[src/rtl/psum_drain.sv]
// Partial-sum drain: pops aligned rows from a column FIFO bank and serializes
// them one word per handshake, column 0 first, flagging the final word of a tile.
module psum_drain #(
  parameter int OUT_DATA_WIDTH = 32,
  parameter int COL            = 8,
  parameter int LOG_COL        = 3
) (
  input  logic                          clk,
  input  logic                          rstn,
  input  logic                          start,
  input  logic [7:0]                    num_rows,
  input  logic                          isempty,
  output logic                          read_en,
  input  logic [OUT_DATA_WIDTH*COL-1:0] fifo_data,
  output logic [OUT_DATA_WIDTH-1:0]     out_data,
  output logic                          out_valid,
  input  logic                          out_ready,
  output logic                          out_last,
  output logic                          busy,
  output logic                          done
);

  typedef enum logic [1:0] {IDLE, POP, LOAD, SEND} state_t;

  state_t                               state_q, state_d;
  logic [7:0]                           rows_q;
  logic [LOG_COL-1:0]                   col_q;
  logic [COL-1:0][OUT_DATA_WIDTH-1:0]   row_q;
  logic                                 done_q;
  logic                                 accept;
  logic                                 col_end;
  logic                                 last_row;

  assign accept   = (state_q == SEND) && out_ready;
  assign col_end  = (col_q == LOG_COL'(COL - 1));
  assign last_row = (rows_q == 8'd1);

  always_ff @(posedge clk or negedge rstn) begin
    if (!rstn) begin
      state_q <= IDLE;
      rows_q  <= '0;
      col_q   <= '0;
      row_q   <= '0;
      done_q  <= 1'b0;
    end else begin
      state_q <= state_d;
      done_q  <= accept && col_end && last_row;
      case (state_q)
        IDLE: if (start) rows_q <= (num_rows == 8'd0) ? 8'd1 : num_rows;
        LOAD: begin
          row_q <= fifo_data;
          col_q <= '0;
        end
        SEND: if (accept) begin
          // index parks at COL-1 on the row's last word; LOAD rezeroes it
          if (col_end) rows_q <= rows_q - 8'd1;
          else         col_q  <= col_q + LOG_COL'(1);
        end
        default: ;
      endcase
    end
  end

  always_comb begin
    state_d   = state_q;
    read_en   = 1'b0;
    out_valid = 1'b0;
    case (state_q)
      IDLE: if (start) state_d = POP;
      POP: if (!isempty) begin
        read_en = 1'b1;
        state_d = LOAD;
      end
      LOAD: state_d = SEND;
      SEND: begin
        out_valid = 1'b1;
        if (accept && col_end) state_d = last_row ? IDLE : POP;
      end
      default: state_d = IDLE;
    endcase
  end

  // Outputs come straight off the row register, so a stall holds them for free
  assign out_data = out_valid ? row_q[col_q] : '0;
  assign out_last = out_valid && col_end && last_row;
  assign busy     = (state_q != IDLE);
  assign done     = done_q;

endmodule

[config.mk]
export PLATFORM = sky130hd
export DESIGN_NAME = psum_drain
export DESIGN_NICKNAME = d
export VERILOG_FILES = /design/src/rtl/psum_drain.sv
export SDC_FILE = /design/constraint.sdc
export NUM_CORES = 1
export LEC_CHECK = 0
export CORE_AREA = 2 2 162 164
export CTS_CLUSTER_DIAMETER = 200
export DETAILED_ROUTE_END_ITERATION = 8
export DIE_AREA = 0 0 164 166
export PLACE_DENSITY = 0.79
export SYNTH_ARGS = -nofsm -noshare
export SYNTH_HDL_FRONTEND = slang
export SYNTH_SLANG_ARGS = --single-unit
[constraint.sdc]
create_clock -name clk -period 2.9 [get_ports clk]
set_clock_uncertainty 0.2 [all_clocks]
set_input_delay 0.87 -clock clk [delete_from_list [all_inputs] [get_ports clk]]
set_output_delay 0.87 -clock clk [all_outputs]
set_load 0.03 [all_outputs]
Yosys cells after proc, flatten, opt, wreduce, memory -nomap -nowiden
Index checks and enable logic that the tools add are counted.
Operators by class
  bitwise gates (word level): 0
  order comparisons: 1
  equal/unequal tests: 11
  divide/modulo/power cells: 0
  $add $sub $neg: 2
  reduce and logical (&&, ||, !) cells: 13
  shifts and indexed selects: 0
  multiply operators: 0
  muxes and demuxes: 19
Operator list (number)
  binary-select mux 32 bit (select 3 bit): 1
  two-way mux 32 bit: 2
  two-way mux 8 bit: 4
  case mux 8 bit (2 select lines): 1
  != test 2 bit (second input constant): 5
  equality test 8 x 1 -> 1 bit (second input constant): 1
  zero test 8 bit: 1
  case mux 2 bit (4 select lines): 1
  subtractor 8 x 1 -> 8 bit (second input constant): 1
  two-way mux 2 bit: 3
  two-way mux 3 bit: 2
  case mux 3 bit (2 select lines): 1
  AND reduction 3 bit: 2
  nonzero test 2 bit: 3
  logical AND 1 bit: 5
  equality test 2 bit (second input constant): 2
  < comparator 3 x 4 -> 1 bit (second input constant): 1
  two-way mux 1 bit: 4
  AND reduction 4 bit: 1
  adder 3 x 1 -> 3 bit (second input constant): 1
  equality test 3 bit (second input constant): 1
  equality test 2 x 1 -> 1 bit (second input constant): 1
  zero test 2 bit: 1
  != test 2 x 1 -> 1 bit (second input constant): 1
Word-level totals
  RAM bits: 0
  word-level logic and storage cells: 58
  latch bits: 0
  memories: 0
  bits in read-only memories: 0
  register bits after elaboration: 270
  input port bits: 269

Logic depth before layout (Yosys ltp)
  depth in word-level cells: 5
  gate-level depth with buffers: 7
  mapped depth without buffers: 6

Least setup slack after synthesis
OpenSTA, ideal clock, no wires.
  path type: register to output
  start: reg state_q[1]
  end: out out_data[0]
  stages on the path, launching flop included: 7
  path slack: -0.154 ns
  required time: 1.830 ns
  arrival: 1.984 ns
  path through: dfrtp_1 -> ha_1 -> buf_6 -> clkbuf_1 -> clkbuf_1 -> o211ai_1 -> nor2_1
Between the ends
  cells in the longest elaborated chain, start to end: 3
RTL lines
  from (decl): RTL line 25  | state_t state_q, state_d;
  from (signal assigned): RTL line 46  | state_q <= state_d;
  equality test 2 bit: RTL line 68  | case (state_q)
  two-way mux 1 bit: RTL line 68
  via out_valid: RTL line 16  | output logic out_valid,
  two-way mux 32 bit: RTL line 84  | assign out_data = out_valid ? row_q[col_q] : '0;
  to (decl): RTL line 15  | output logic [OUT_DATA_WIDTH-1:0] out_data,
The timed path passes the listed nets, and every way through them passes these cells.

Worst setup path after layout
  start: reg col_q[0]
  end: out out_data[4]
Between the ends
  cells in the longest elaborated chain, start to end: 3
RTL lines
  from (decl): RTL line 27  | logic [LOG_COL-1:0] col_q;
  from (signal assigned): RTL line 57  | else col_q <= col_q + LOG_COL'(1);
  binary-select mux 32 bit (select 3 bit): RTL line 84
  two-way mux 32 bit (not written as such): RTL line 84
  two-way mux 32 bit: RTL line 84
Every way passes these cells. The select of a mux whose other input is x is not followed.

==> results_dict.tcl <==
set metrics [dict create \
    synth_top_cells_by_count "mux2_2, dfrtp_1, nor2_1, nand2_1" \
    yosysMostFrequentCell "mux2_2" \
    cts_max_path_buffers 3 \
    async_flop_share_pct 100 \
    maxSlewHeadroom_pct 44.4 \
    worst_r2r_path_depth 7 \
    grt.total_usage_pct 24.8 \
    path_cells "buf_12 -> buf_16 -> mux4_2 -> nor2_4 -> nor2_2 -> buf_6" \
    start_util_pct 49.1 \
    rsz0062_at_grt "yes" \
    core-area_um2 25600 \
    hold_viol 0 \
    start_kind "flip-flop" \
    outcome "finished, violations left" \
    reg2reg_to "rows_q[4]" \
    yosysTopAreaCell "dfrtp_1" \
    clock-sinks 270 \
    detail_route.vias_per_cell 5.48 \
    cts-root-buf "clkbuf_16" \
    finalSetupViolCount 33 \
    netlist_top_cells_area "dfrtp_1, mux2_2, mux4_2, mux2i_1, nor2_1" \
    syn2layout_area_growth_pct 43.1 \
    insertion_delay_ps 550 \
    fin_cells 1599 \
    avgSynthCellArea_um2 14.0 \
    period_needed_ps 3260 \
    numCtsBuffers 30 \
    syn-cell-area_um2 12600 \
    worstPathRequired_ps 1830 \
    leakagePower_nw 7.23 \
    clkTransAtPathRegs_ps 60 \
    grt_max_degree 76 \
    num_rows 59 \
    powerDensity_nw_per_um2 1150 \
    fp.dieH_um 166 \
    die_x_um 164 \
    cts_tree "done" \
    ys_ff_latch 270 \
    synthesis.nets 1177 \
    path_class "flip-flop to primary output" \
    syn_inst 900 \
    dp.cells 1516 \
    wl_per_cell_um 22.0 \
    drt_iter0_drc 437 \
    met3_usage_pct 4.70 \
    tightest_slew_ps 827 \
    io-pin-count 306 \
    cp_max_fo 5 \
    rr_startpoint "col_q[1]" \
    end_kind "primary output" \
    gp_congestion 0.862 \
    critPathTopFamily "multiplexers" \
    grt_pass1_vias 9208 \
    wl_um 35100 \
    use_met1_pct 34.3 \
    final_nets 1508 \
    ir_worst_vdd_mv 0.650 \
    overflow 0 \
    cp.buffers_inverters 3 \
    hp-class "input pin to async pin" \
    synth_top_cell_area_share_pct 53.7 \
    setup_tns_ps -10060 \
    synthFlopType "dfrtp_1" \
    antenna_found_initial 12 \
    fillCellCount 1804 \
    grtUsageMet2_pct 37.3 \
    critPathMaxStageDelay_ps 520 \
    drc 0 \
    arrival_ps 2190 \
    seq_area_um2 6760 \
    vias 8764 \
    layout-drive-gt1-share_pct 43.3 \
    slew_violations 0 \
    htree_levels 1 \
    violations "setup timing" \
    synth-edff-count 0 \
    place.detailed.hpwl_um 24500 \
    placed_cell_area_um2 16300 \
    r2r_slack_ps 690 \
    finalPower_w 0.0208 \
    synth.yosys.warnings 0 \
    cp.depth 6 \
    die_area_um2 27200 \
    fin_crit_sh_pct 112 \
    fin_util_pct 70.3 \
    final_area_um2 18000 \
    portBuffers 305 \
    grt_pass1_wl_um 52100 \
    drv_cap 0 \
    cp_slowest_cell "mux4_2" \
    fin_ws_ps -359 \
    synth_cell_type_count 49 \
    grt.busiest_layer "met2" \
    multiInputGateArea_um2 5800 \
    fmax_mhz 307 \
    antenna_left 0 \
    first_pass_iters 4 \
    ys_seq_area_share_pct 53.7 \
]
==> routing by layer <==
metal  vias to the layer above  wire length [um]  part of all wire [%]
met5                         -                 0                     0
met4                         0              1790                   5.1
met3                        92              2120                   6.0
met2                       309             16200                    46
met1                      4428             15000                    43
li1                       3935                 -                     -
==> worst reg2reg max path: stages, from the launching register on <==
cell	delay, ps
dfrtp_4	490
buf_12	200
ha_4	160
ha_4	160
a21boi_4	80
or3_1	530
o21ai_1	180
o21ai_1	80
==> state kept, by name (all words and copies together), names as in the netlist <==
name	cells
done	1
state_q	2
col_q	3
row_q	256
rows_q	8
==> area by class of cell <==
type	count	share of cell area, %
multi-input combinational	559	32.2
clock inverter	9	0.417
antenna	11	0.153
clock buffer	45	5.10
inverter	8	0.167
timing repair buffer	362	22.1
sequential	270	37.5
tap	335	2.33
==> power by group <==
part	switching [W]	internal [W]
Clock	0.00153	0.00226
Sequential	0.00115	0.00575
Combinational	0.00450	0.00562
==> cells by family after synthesis <==
family          synth area share [%]
simple gates                    4.48
buf+inv                         2.86
fa+ha+maj                      0.795
compound gates                  3.84
mux                             34.4
flops                           53.7
==> worst max path at each step <==
stage                from            to  slack, ps
3_3_place_gp     col_q[0]  out_data[31]        150
6_report         col_q[0]   out_data[4]       -360
2_1_floorplan  state_q[1]   out_data[0]         50
5_1_grt          col_q[0]   out_data[4]       -430
4_1_cts          col_q[1]  out_data[26]       -390
3_5_place_dp     col_q[0]  out_data[31]        150
==> repair_timing <==
item,in CTS,in global routing
endpoints found under the hold margin,0,0
resized for setup,55,58
setup endpoints to repair,34,34
setup buffers,5,6
pin swaps,5,17
hold buffers,0,0
gates cloned,3,4
==> layout by cell type, fill, tap and decap left out, types with 10 or more instances in the layout <==
cell type	n
dfrtp_1	266
nand2_1	39
nor2_4	15
clkdlybuf4s50_1	268
buf_6	32
buf_4	25
buf_12	26
clkbuf_16	35
nor2_1	10
nor2_2	45
mux2i_1	36
mux2_2	278
o211ai_1	31
mux4_2	32
diode_2	11
==> per-stage QoR <==
stage | setup WS (ps) | hold WS (ps)
floorplan | 53.2 | 275
global placement | 152 | 284
detailed placement | 152 | 291
CTS | -388 | 55.6
global route | -431 | 76.0
finish | -359 | 52.3
Note: power is estimated with default switching activity, not from simulation.
